**src/rtl/pulseox_pkg.sv**
```systemverilog
// Shared encodings for the pulse-oximeter AFE readout path: mode codes,
// diagnostic result codes and the fetch sequencer state set.
package pulseox_pkg;

    localparam logic [1:0] MODE_IDLE   = 2'b00;
    localparam logic [1:0] MODE_DIAG   = 2'b01;
    localparam logic [1:0] MODE_STREAM = 2'b10;
    localparam logic [1:0] MODE_RSVD   = 2'b11;

    localparam logic [1:0] DIAG_NONE = 2'b00;
    localparam logic [1:0] DIAG_PASS = 2'b10;
    localparam logic [1:0] DIAG_FAIL = 2'b01;

    typedef enum logic [2:0] {
        S_IDLE,
        S_FETCH,
        S_FRAME,
        S_DIAG_RD,
        S_DIAG_DONE
    } state_t;

endpackage

```
**src/rtl/rd_lat_timer.sv**
```systemverilog
// Read-latency timer: held at zero while start is high, then while en is
// high asserts done every RD_LAT+1 cycles.
module rd_lat_timer #(
    parameter int RD_LAT = 1
) (
    input  logic clk,
    input  logic rst_n,
    input  logic start,
    input  logic en,
    output logic done
);

    localparam int CW = (RD_LAT > 0) ? $clog2(RD_LAT + 1) : 1;

    logic [CW-1:0] cnt;

    assign done = en && (cnt == CW'(RD_LAT));

    always_ff @(posedge clk or negedge rst_n) begin
        if (!rst_n) begin
            cnt <= '0;
        end else if (start) begin
            cnt <= '0;
        end else if (en) begin
            cnt <= done ? '0 : cnt + CW'(1);
        end
    end

endmodule

```
**src/rtl/sample_fetch_seq.sv**
```systemverilog
// AFE readback sequencer: fetches NUM_CH channel words into an atomically
// published frame (valid/ready) and performs the diagnostic-word check.
module sample_fetch_seq
    import pulseox_pkg::*;
#(
    parameter int NUM_CH    = 6,
    parameter int DATA_W    = 22,
    parameter int RAM_W     = 24,
    parameter int ADDR_W    = 3,
    parameter int BASE_ADDR = 0,
    parameter int DIAG_ADDR = 6,
    parameter int DIAG_W    = 14,
    parameter int RD_LAT    = 1
) (
    input  logic                     clk,
    input  logic                     in_reset_n,
    input  logic [1:0]               in_mode,
    input  logic                     in_strm_dn,
    output logic [ADDR_W-1:0]        out_addr,
    input  logic [RAM_W-1:0]         in_rd_data,
    output logic [NUM_CH*DATA_W-1:0] out_ch_data,
    output logic                     out_frame_valid,
    input  logic                     in_frame_ready,
    output logic [7:0]               out_overrun_cnt,
    output logic [DIAG_W-1:0]        out_er_data,
    output logic [1:0]               out_diag_er
);

    localparam int CH_W = (NUM_CH > 1) ? $clog2(NUM_CH) : 1;

    state_t                     state;
    logic [CH_W-1:0]            ch;
    logic [NUM_CH*DATA_W-1:0]   working;
    logic [NUM_CH*DATA_W-1:0]   frame_next;
    logic                       mode_clr;
    logic                       mode_diag;
    logic                       mode_strm;
    logic                       tmr_en;
    logic                       tmr_done;
    logic                       unused_rd_bits;

    function automatic logic [7:0] sat_inc(input logic [7:0] v);
        return (v == 8'hFF) ? v : v + 8'd1;
    endfunction

    assign mode_clr  = (in_mode == MODE_IDLE) || (in_mode == MODE_RSVD);
    assign mode_diag = (in_mode == MODE_DIAG);
    assign mode_strm = (in_mode == MODE_STREAM);

    // Timer is released only in the states that wait on RAM latency, so it
    // always starts from zero on entry.
    assign tmr_en = (state == S_FETCH) || (state == S_DIAG_RD);

    assign unused_rd_bits = ^in_rd_data;

    rd_lat_timer #(
        .RD_LAT (RD_LAT)
    ) u_timer (
        .clk   (clk),
        .rst_n (in_reset_n),
        .start (!tmr_en),
        .en    (tmr_en),
        .done  (tmr_done)
    );

    // Working frame with the channel being captured this cycle merged in, so
    // the last channel lands in the published frame on the completion edge.
    always_comb begin
        frame_next = working;
        frame_next[int'(ch)*DATA_W +: DATA_W] = in_rd_data[DATA_W-1:0];
    end

    always_ff @(posedge clk or negedge in_reset_n) begin
        if (!in_reset_n) begin
            state           <= S_IDLE;
            ch              <= '0;
            working         <= '0;
            out_addr        <= '0;
            out_ch_data     <= '0;
            out_frame_valid <= 1'b0;
            out_overrun_cnt <= '0;
            out_er_data     <= '0;
            out_diag_er     <= DIAG_NONE;
        end else if (mode_clr) begin
            state           <= S_IDLE;
            ch              <= '0;
            working         <= '0;
            out_addr        <= '0;
            out_ch_data     <= '0;
            out_frame_valid <= 1'b0;
            out_overrun_cnt <= '0;
            out_er_data     <= '0;
            out_diag_er     <= DIAG_NONE;
        end else begin
            case (state)
                S_IDLE: begin
                    if (mode_strm && in_strm_dn) begin
                        out_addr <= ADDR_W'(BASE_ADDR);
                        ch       <= '0;
                        state    <= S_FETCH;
                    end else if (mode_diag) begin
                        out_addr <= ADDR_W'(DIAG_ADDR);
                        state    <= S_DIAG_RD;
                    end
                end
                S_FETCH: begin
                    if (!mode_strm) begin
                        working <= '0;
                        ch      <= '0;
                        state   <= S_IDLE;
                    end else begin
                        if (in_strm_dn) begin
                            out_overrun_cnt <= sat_inc(out_overrun_cnt);
                        end
                        if (tmr_done) begin
                            working  <= frame_next;
                            out_addr <= out_addr + 1'b1;
                            if (ch == CH_W'(NUM_CH - 1)) begin
                                out_ch_data     <= frame_next;
                                out_frame_valid <= 1'b1;
                                ch              <= '0;
                                state           <= S_FRAME;
                            end else begin
                                ch <= ch + 1'b1;
                            end
                        end
                    end
                end
                S_FRAME: begin
                    if (!mode_strm) begin
                        out_frame_valid <= 1'b0;
                        state           <= S_IDLE;
                    end else if (in_frame_ready) begin
                        out_frame_valid <= 1'b0;
                        if (in_strm_dn) begin
                            out_addr <= ADDR_W'(BASE_ADDR);
                            ch       <= '0;
                            state    <= S_FETCH;
                        end else begin
                            state <= S_IDLE;
                        end
                    end else if (in_strm_dn) begin
                        out_overrun_cnt <= sat_inc(out_overrun_cnt);
                    end
                end
                S_DIAG_RD: begin
                    if (!mode_diag) begin
                        state <= S_IDLE;
                    end else if (tmr_done) begin
                        out_er_data <= in_rd_data[DIAG_W-1:0];
                        out_diag_er <= (in_rd_data[DIAG_W-1:0] == '0) ? DIAG_PASS : DIAG_FAIL;
                        state       <= S_DIAG_DONE;
                    end
                end
                S_DIAG_DONE: begin
                    if (!mode_diag) begin
                        state <= S_IDLE;
                    end
                end
                default: state <= S_IDLE;
            endcase
        end
    end

endmodule
```
**config.mk**
```make
export PLATFORM = sky130hd
export DESIGN_NAME = sample_fetch_seq
export DESIGN_NICKNAME = d
export VERILOG_FILES = /design/src/rtl/pulseox_pkg.sv /design/src/rtl/rd_lat_timer.sv /design/src/rtl/sample_fetch_seq.sv
export SDC_FILE = /design/constraint.sdc
export NUM_CORES = 1
export LEC_CHECK = 0
export ABC_CLOCK_PERIOD_IN_PS = 8750
export BUFFER_PORTS_ARGS = -buffer_cell sky130_fd_sc_hd__buf_4
export CAP_MARGIN = 10
export CORE_ASPECT_RATIO = 0.7
export CORE_UTILIZATION = 64
export DETAILED_ROUTE_END_ITERATION = 6
export PLACE_DENSITY = 0.86
export SYNTH_ARGS = -nofsm -noshare
export SYNTH_HDL_FRONTEND = slang
export SYNTH_HIERARCHICAL = 1
export SYNTH_SLANG_ARGS = --single-unit
```
**constraint.sdc**
```tcl
create_clock -name clk -period 8.75 [get_ports clk]
set_input_delay 1.75 -clock clk [delete_from_list [all_inputs] [get_ports clk]]
set_output_delay 1.75 -clock clk [all_outputs]
set_load 0.01 [all_outputs]
```
==> metrics.cfg, run 1 <==
[run_status]
outcome = finished, final reports clean

[finish]
fillers = 1828
area_growth_pct = 15.0
layout.cells.non_filler = 2389
stdcell_area_mm2 = 0.0200
layout-drive-gt1-share_pct = 16.6
finalNetCount = 2047

[sta]
finalSetupViolCount = 0
slew_violations = 0
relSlewSlack_pct = 14.2
rsz0062_at_grt = false
max_freq_mhz = 153
hold_viol = 0
finClkSkew_ps = 37.6
max_slew.worst_pin.slew_ps = 1280
min_period_over_period_pct = 74.8
setup_ws_ps = 2200
fin_crit_ps = 6550
tns_ps = 0

[synthesis]
synthAdderAreaFrac_pct = 1.12
synth-simple-area-share_pct = 16.1
synth_edf_count = 0
synth.distinct_cells = 82
synth_mux_area_share_pct = 10.2
ys_seq_area_share_pct = 43.1
syn_area_per_cell_um2 = 9.18
ys_seq_elements = 299
syn-cell-area_mm2 = 0.0174
synth_compound_area_share_pct = 24.6
synth-main-ff-cell = dfrtp_1
synth_xor_xnor_area_share_pct = 0.606
synth_top_family_by_area = compound AO/OA/AOI/OAI gates
synth_async_sr_flop_share_pct = 100
syn_inst = 1891
ys_warn_count = 6
syn_nets = 1936

[global_route]
grt_max_degree = 94
grt_remaining_overflow = 0
top_usage_layer = met2
gr-usage-met1_pct = 63.0
grt_pass1_wl_mm = 96.1
grt_pass1_vias = 16300
grt.met2_usage_pct = 66.1
antenna_found_initial = 2
grt_use_met3_pct = 15.9
track_usage_pct = 45.6

[setup_path]
cp-end-kind = register
reg2reg_depth = 14
critPathRequiredTime_ps = 9180
r2r_setup_slack_ps = 2200
crit_path_start_kind = register
worst-path-max-fanout = 72
arrival_ps = 6980
rr_endpoint = out_ch_data[81]
r2r_start = ch[0]
path_class = reg2reg

[placed_design]
post-place-ws_ps = 2350
io_buffers = 187
place_inst = 2335
gp_congestion = 1.06
placed_cell_area_mm2 = 0.0190
dpl.hpwl_mm = 43.4

[cts]
cts_resized = 0
post_cts_buffers = 0
cts_tree = yes
cts_made_buffers = 28
htree_levels = 1
cts_hold_buffers = 0
root_buffer = clkbuf_16
cts_buffer_depth = 3
clk_pin_slew_ps = 70
cts_sinks = 299
insertion_delay_ps = 590

[die]
die_w_um = 199
dieArea_mm2 = 0.0278
rows = 50
coreArea_mm2 = 0.0267
start_util_pct = 65.0
fp.dieH_um = 140
io_pins = 190

[drt]
via_count = 16900
drtIter0Drc = 2557
dr.pass1.iters = 6
final_antenna_net_count = 0
avgViaCountPerCell = 7.09
drt_wl_total_mm = 62.6
post_drt_wl_per_cell_um = 26.2
drc_errors = 0

[power]
peakVddDrop_v = 0.000173
power.total_w = 0.00454
powerDensity_mw_per_mm2 = 228
power_leakage_nw = 8.46

[min_path]
hold_class = reg2reg
worstHoldStart = out_ch_data[61]
hold_depth = 2
min_to = out_ch_data[61]

[job]
cap_violations = 0

cells in the mapped netlist, types with 13 or more instances:
library cell,n,area [µm²]
o22ai_1,33,206
clkbuf_1,106,398
nor2_1,91,342
ha_1,14,175
o211ai_1,17,128
mux2i_1,119,1190
mux4_2,20,450
o32ai_1,13,114
and2_1,16,100
nor3_1,35,175
o31ai_1,23,173
inv_1,43,161
dfrtp_1,299,7480
a32oi_1,13,114
a211oi_1,13,97.6
buf_2,18,90.1
nand3_1,62,310
a32o_1,48,480
o21ai_0,228,1140
nand2_1,291,1090
nand2b_1,27,169
a21oi_1,61,305
nor4_1,16,100
a22o_1,25,219
o2bb2ai_1,46,403
stage by stage:
step	hold WS, ps	utilization (%)
5_1_grt	499	74.7
3_5_place_dp	465	71.0
2_1_floorplan	447	-
3_3_place_gp	460	71.0
4_1_cts	481	74.7
6_report	478	74.7
critical path: stages, from the launching register on:
cell and delay, ps:
dfrtp_1 640, ha_2 470, buf_4 640, ha_1 380, a211oi_1 380, nor3_1 210
nor2_1 270, nor2_1 100, ha_1 450, a221oi_1 450, a211o_1 560, nand3_1 380
a211oi_2 540, mux2i_1 750, o31ai_1 140
kinds of logic (layout without fill, tap and decap cells):
family / Yosys count / count (layout)
buffers and inverters: 183 / 316
AND/OR/NAND/NOR: 611 / 611
XOR/XNOR: 8 / 8
adder cells (fa/ha/maj): 15 / 15
AO/OA/AOI/OAI: 625 / 625
multiplexers: 150 / 150
other: 0 / 1
flip-flops: 299 / 299
per-layer routing:
metal / routed length, µm / vias to the layer above
li1: - / 7279
met1: 24700 / 8267
met2: 26900 / 1168
met3: 8360 / 209
met4: 2660 / 4
met5: 28 / -
cell usage in the layout, fill, tap and decap left out, drive strengths merged, types with 8 or more instances in the layout:
| cell | synthesis | layout |
|---|---|---|
| o21ai | 239 | 239 |
| o2bb2ai | 46 | 46 |
| nor2b | 9 | 9 |
| inv | 43 | 44 |
| dfrtp | 299 | 299 |
| ha | 14 | 14 |
| mux2 | 11 | 11 |
| nand4 | 12 | 12 |
| nor2 | 92 | 92 |
| a22o | 25 | 25 |
| nand2b | 27 | 27 |
| o32ai | 14 | 14 |
| o22ai | 33 | 33 |
| mux2i | 119 | 119 |
| mux4 | 20 | 20 |
| or2 | 8 | 8 |
| and3 | 12 | 12 |
| a32oi | 13 | 13 |
| nor4 | 16 | 16 |
| a21oi | 62 | 62 |
| o31ai | 25 | 25 |
| a31oi | 12 | 12 |
| and2 | 22 | 22 |
| buf | 32 | 218 |
| a211oi | 17 | 17 |
| clkbuf | 106 | 41 |
| a21o | 10 | 10 |
| nor3 | 38 | 38 |
| nand2 | 291 | 291 |
| a32o | 48 | 48 |
| o211ai | 18 | 18 |
| nand3 | 62 | 62 |
worst max path at each step:
stage          start         endpoint  slack [ps]  depth (start not counted)
2_1_floorplan  ch[0]      working[17]        3970                         18
3_3_place_gp   ch[0]      working[28]        2650                         15
3_5_place_dp   ch[0]      working[29]        2350                         15
4_1_cts        ch[0]      working[29]        2310                         15
5_1_grt        ch[0]      working[29]        1970                         16
6_report       ch[0]  out_ch_data[81]        2200                         14
sequential cells by signal, indices dropped and copies added (netlist names):
register	cells
out_diag_er	2
out_addr	3
out_ch_data	132
out_overrun_cnt	8
state	3
working	132
u_timer/cnt	1
out_frame_valid	1
ch	3
out_er_data	14
where the power goes:
part           internal, W  switching (W)
clock             0.000754       0.000560
combinational     0.000501        0.00118
sequential         0.00147      0.0000830
cell type report:
class / instances / area [µm²] / share of cell area (%)
Antenna cell: 1 / 2.50 / 0.0125
Inverter: 45 / 169 / 0.846
Clock buffer: 40 / 796 / 3.99
Multi-Input combinational cell: 1409 / 9210 / 46.2
Timing Repair Buffer: 219 / 1660 / 8.31
Sequential cell: 299 / 7480 / 37.5
Clock inverter: 12 / 183 / 0.915
Tap cell: 364 / 455 / 2.28
Note: power is estimated with default switching activity, not from simulation.
==> run 2, diff against run 1 <==
Settings changed: ABC_CLOCK_PERIOD_IN_PS 8750 to 5700, CORE_UTILIZATION 64 to 54, PLACE_DENSITY 0.86 to 0.77.
Clock period 8.75 ns to 5.7 ns, I/O delays scaled along.
==> run 2 against run 1 <==
Combinational power rose by 58%. Clock power rose by 62%. Maximum frequency rose by 26%. Flip-flop and latch count did not move. Final cell count rose by 3.6%. Clock skew fell by 24 ps. Die area rose by 18%. Wire length rose by 1.0%. Setup slack got worse by 1700 ps.
==> metrics.cfg, run 2 (synthesis gave the netlist of run 1 again) <==
[run_status]
outcome = finished, final reports clean

[min_path]
hold_class = reg2reg
worstHoldStart = out_ch_data[21]

[setup_path]
r2r_start = ch[0]
worst-path-max-fanout = 15  ; -79%
critPathRequiredTime_ps = 6140  ; -3040 ps
crit_start = ch[0]
arrival_ps = 5640  ; -1340 ps
crit_path_start_kind = register
path_class = reg2reg
cp-end-kind = register

[sta]
tns_ps = 0  ; unchanged
finClkSkew_ps = 14.0  ; -23.6 ps
slew_violations = 0  ; unchanged
finalSetupViolCount = 0  ; unchanged
rsz0062_at_grt = false
hold_ws_ps = 479  ; +0.332 ps
max_freq_mhz = 192  ; +26%
hold_viol = 0  ; unchanged
max_slew.worst_pin.slew_ps = 1330  ; +46.2 ps
min_period_over_period_pct = 91.3  ; +16 points
fin_crit_ps = 5200  ; -1340 ps
relSlewSlack_pct = 11.3  ; -2.9 points

[finish]
final_cell_mix = 299 x dfrtp_1, 290 x nand2_1, 244 x buf_4
diodes = 0  ; -1
layout-drive-gt1-share_pct = 18.0  ; +1.4 points
reg_top3 = out_ch_data x132, working x132, out_er_data x14
mostFrequentLayoutCell = dfrtp_1
area_growth_pct = 17.0
finalNetCount = 2077  ; +1.5%

[global_route]
track_usage_pct = 38.1  ; -7.5 points
grt_pass1_wl_mm = 96.3  ; +0.22%
grt_max_degree = 144  ; +53%
grt_remaining_overflow = 0  ; unchanged
grt_pass1_vias = 15500  ; -4.9%
antenna_found_initial = 3  ; +1

[die]
rows = 54  ; +8.0%
io_pins = 190  ; unchanged
start_util_pct = 55.4  ; -9.6 points
dieArea_mm2 = 0.0329  ; +18%
die_w_um = 216  ; +8.8%
fp.dieH_um = 152  ; +8.7%
coreArea_mm2 = 0.0314  ; +17%

[power]
power_leakage_nw = 8.64  ; +2.1%
powerDensity_mw_per_mm2 = 352  ; +55%
power.total_w = 0.00715  ; +57%
peakVddDrop_v = 0.000261  ; +51%

[drt]
drtIter0Drc = 2029  ; -21%
final_antenna_net_count = 0  ; unchanged
avgViaCountPerCell = 6.69  ; -5.6%
dr.max_layer_used = met5
wirelength_met1_mm = 27.8  ; +13%
dr.pass1.iters = 5  ; -1
via_count = 16600  ; -2.2%
drt_wl_total_mm = 63.3  ; +1.0%
wl_met3_mm = 7.40  ; -12%
wl_met2_mm = 26.3  ; -2.2%
drc_errors = 0  ; unchanged
post_drt_wl_per_cell_um = 25.6  ; -2.5%

[cts]
htree_levels = 1  ; unchanged
cts_tree = yes
root_buffer = clkbuf_16
cts_buffer_depth = 3  ; unchanged
cts_hold_buffers = 0  ; unchanged
cts_resized = 0  ; unchanged
clk_pin_slew_ps = 70  ; about the same
insertion_delay_ps = 580  ; about the same
cts_made_buffers = 29  ; +3.6%
post_cts_buffers = 0  ; unchanged
cts_sinks = 299  ; unchanged

[placed_design]
gp_congestion = 1.07  ; +1.4%
io_buffers = 187  ; unchanged
dpl.hpwl_mm = 45.3  ; +4.2%

[job]
cap_violations = 0  ; unchanged

## run 2: routing by layer
layer | vias up | global-route usage (%)
met5 | - | 0
met3 | 122 | 12.4
met4 | 2 | 10.2
met1 | 8227 | 56.8
li1 | 7304 | -
met2 | 895 | 52.9
## run 2: layout make-up
| type | count | area, µm² |
|---|---|---|
| clock inverter | 13 | 188 |
| fill | 2571 | 11000 |
| inverter | 45 | 169 |
| tap | 420 | 526 |
| clock buffer | 41 | 861 |
| timing repair buffer | 248 | 1890 |
| sequential | 299 | 7480 |
| multi-input combinational | 1409 | 9200 |
## run 2: path summary, 6_finish.rpt
kind                                 endpoint  slack, ps  depth (start not counted)
max                            out_ch_data[8]        500                         12
min                           out_ch_data[21]        480                          2
max reg2reg                    out_ch_data[8]        500                         12
min reg2reg                   out_ch_data[21]        480                          2
max in group asynchronous         working[44]       3950                          2
min in group asynchronous  out_overrun_cnt[1]        520                          1
## run 2: critical path, cell delays in order, from the launching register on
cell and delay (ps):
dfrtp_1 360, buf_4 230, ha_1 230, ha_1 210, inv_1 70, fa_1 740
nor2b_1 350, nand3_1 240, a211oi_2 1120, nor2_1 480, and3_1 350, o41ai_1 530
o21ai_0 140
## run 2: where the power goes
group / internal, W / switching, W
logic: 0.000814 / 0.00184
registers: 0.00226 / 0.000118
clock network: 0.00124 / 0.000880
total: 0.00431 / 0.00284
## run 2: metrics by stage
| stage | cell area (µm²) | worst slack (ps) | utilization, % | std cells |
|---|---|---|---|---|
| 2_1_floorplan | 17400 | 925 | - | 1891 |
| 3_3_place_gp | 19300 | 874 | 61.4 | 2419 |
| 3_5_place_dp | 19300 | 862 | 61.4 | 2420 |
| 4_1_cts | 20300 | 792 | 64.8 | 2474 |
| 5_1_grt | 20300 | 180 | 64.8 | 2475 |
| 6_report | 20300 | 496 | 64.8 | 2475 |
==> run 3, diff against run 2 <==
Settings changed: CELL_PAD_IN_SITES_DETAIL_PLACEMENT from default to 1, CELL_PAD_IN_SITES_GLOBAL_PLACEMENT from default to 1, CORE_UTILIZATION 54 to 35, PLACE_DENSITY 0.77 to default, PLACE_DENSITY_LB_ADDON from default to 0.1.
==> run 3 against run 2 <==
Die area up 54%. Utilization down 22 points. Clock skew rose by 21 ps. First-iteration DRC count decreased by 22%. Count of clock-buffer cells in the layout up 9. Critical path depth up 4. Global-route usage is 8.6 points lower. Power rose by 5.5%. Sequential share of layout area is 0.95 points lower. Non-clock buffer count up 10. Setup slack better by 150 ps. Critical path type unchanged. Critical endpoint is now working[17]. Highest routed layer unchanged.
==> metrics.cfg, run 3 (synthesis gave the netlist of run 1 again) <==
[setup_path]
critPathRequiredTime_ps = 6130  ; about the same
path_class = reg2reg
cp.buffers_inverters = 3  ; +1
cpMaxStageDelayCell = fa_1
r2r_start = ch[1]
crit_start = ch[1]
crit_top_cell = ha_1
cp-end-kind = register
worst-path-max-fanout = 13  ; -2
arrival_ps = 5480  ; -160 ps
crit_family = simple AND/OR/NAND/NOR gates
path_cells = ha_1 -> ha_1 -> inv_1 -> fa_1 -> nor2b_1 -> nand3_1 -> nor2_1 -> ha_1 -> buf_4 -> inv_1 -> nor3_1 -> o2111ai_1 -> or2_2 -> o21ai_0 -> o21ai_0 -> a32o_1
crit_path_start_kind = register
critPathMaxStageDelay_ps = 580  ; -540 ps

[drt]
via_count = 16300  ; -1.4%
dr.pass1.iters = 5  ; unchanged
final_antenna_net_count = 0  ; unchanged
drt_wl_total_mm = 74.2  ; +17%
drc_errors = 0  ; unchanged
drtIter0Drc = 1587  ; -22%
avgViaCountPerCell = 5.98  ; -11%
post_drt_wl_per_cell_um = 27.2  ; +6.5%

[sta]
min_period_over_period_pct = 88.7  ; -2.6 points
slew_violations = 0  ; unchanged
relSlewSlack_pct = 15.0  ; +3.7 points
fin_crit_ps = 5050  ; -150 ps
rsz0062_at_grt = false
setup_ws_ps = 647  ; +150 ps
max_freq_mhz = 198  ; +3.0%
tns_ps = 0  ; unchanged
max_slew.worst_pin.slew_ps = 1270  ; -62.4 ps
hold_viol = 0  ; unchanged
finClkSkew_ps = 35.1  ; +21.1 ps
finalSetupViolCount = 0  ; unchanged

[finish]
stdcell_area_mm2 = 0.0208  ; +2.6%
mostFrequentLayoutCell = dfrtp_1
fin_util_pct = 43.1  ; -22 points
finalNetCount = 2093  ; +0.77%
layout-drive-gt1-share_pct = 18.4  ; +0.49 points
area_growth_pct = 20.1
fillers = 5499  ; +110%
layout.cells.non_filler = 2727  ; +10%
reg_top3 = out_ch_data x132, working x132, out_er_data x14
final_cell_mix = 299 x dfrtp_1, 290 x nand2_1, 254 x buf_4

[die]
fp.dieH_um = 188  ; +24%
rows = 67  ; +24%
coreArea_mm2 = 0.0484  ; +54%
dieArea_mm2 = 0.0505  ; +54%
start_util_pct = 35.9  ; -19 points
io_pins = 190  ; unchanged
die_w_um = 268  ; +24%

[min_path]
hold_class = reg2reg
worstHoldStart = out_ch_data[7]

[run_status]
outcome = finished, final reports clean

[power]
power_leakage_nw = 8.77  ; +1.4%
powerDensity_mw_per_mm2 = 362  ; +2.8%
peakVddDrop_v = 0.000178  ; -32%

[cts]
cts_made_buffers = 35  ; +21%
insertion_delay_ps = 570  ; about the same
clk_pin_slew_ps = 60  ; about the same
cts_hold_buffers = 0  ; unchanged
htree_levels = 2  ; +1
cts_buffer_depth = 3  ; unchanged
post_cts_buffers = 0  ; unchanged
cts_tree = yes
cts_resized = 0  ; unchanged
cts_sinks = 299  ; unchanged
root_buffer = clkbuf_16

[global_route]
gr-usage-met1_pct = 43.6  ; -13 points
grt.met2_usage_pct = 42.5  ; -10 points
grt_remaining_overflow = 0  ; unchanged
grt_pass1_wl_mm = 112  ; +16%
antenna_found_initial = 1  ; -2
track_usage_pct = 29.6  ; -8.6 points
top_usage_layer = met1
grt_use_met3_pct = 8.52  ; -3.9 points
grt_pass1_vias = 16600  ; +7.3%
grt_max_degree = 94  ; -35%

[job]
cap_violations = 0  ; unchanged

[placed_design]
place_inst = 2666  ; +10%
io_buffers = 187  ; unchanged
gp_congestion = 0.963  ; -10%
dpl.hpwl_mm = 55.2  ; +22%
post-place-ws_ps = 757  ; -105 ps
placed_cell_area_mm2 = 0.0197  ; +2.1%

## run 3: cell count changes in the layout (fill, tap and decap cells not counted), moves of 2 or more
cell,previous run,this run
clkinv_8,0,2
clkbuf_16,29,35
buf_4,244,254
clkinv_4,2,0
clkbuf_1,3,6
## run 3: routing by layer
| layer | up-vias | part of all wire (%) | routed length [µm] |
|---|---|---|---|
| met5 | - | 0.018 | 13 |
| met4 | 2 | 1.8 | 1340 |
| met3 | 87 | 8.0 | 5970 |
| met2 | 490 | 42 | 31200 |
| met1 | 8398 | 48 | 35700 |
| li1 | 7340 | - | - |
## run 3: report_power, final
group | switching [W] | internal, W
registers | 0.000121 | 0.00226
logic | 0.00197 | 0.000838
clock network | 0.000962 | 0.00140
## run 3: path summary, 6_finish.rpt
path	end	slack, ps	cells after the start
max in group asynchronous	out_er_data[5]	3920	2
min in group asynchronous	out_overrun_cnt[3]	550	1
min reg2reg	out_ch_data[7]	480	2
max reg2reg	working[17]	650	16
max	working[17]	650	16
min	out_ch_data[7]	480	2
## run 3: layout make-up
cell class	instances	area (µm²)	share of cell area, %
multi-input cells	1409	9200	44.1
flip-flops and latches	299	7480	35.9
repair buffers	258	1980	9.51
clock buffers	50	1020	4.90
well taps	655	820	3.93
clock inverters	10	169	0.810
inverters	45	169	0.810
diodes	1	2.50	0.0120
## run 3: metrics by stage
step	hold slack, ps	power [W]
floorplan	447	0.00393
global placement	462	0.00510
detailed placement	472	0.00513
CTS	486	0.00752
global route	495	0.00785
finish	481	0.00754
## run 3: worst reg2reg max path, delay by kind of cell (launching register included)
| kind | cells | cell delay (ps) |
|---|---|---|
| compound gates | 4 | 1310 |
| fa+ha+maj | 4 | 1340 |
| buf+inv | 3 | 450 |
| simple gates | 5 | 1400 |
| flops | 1 | 430 |
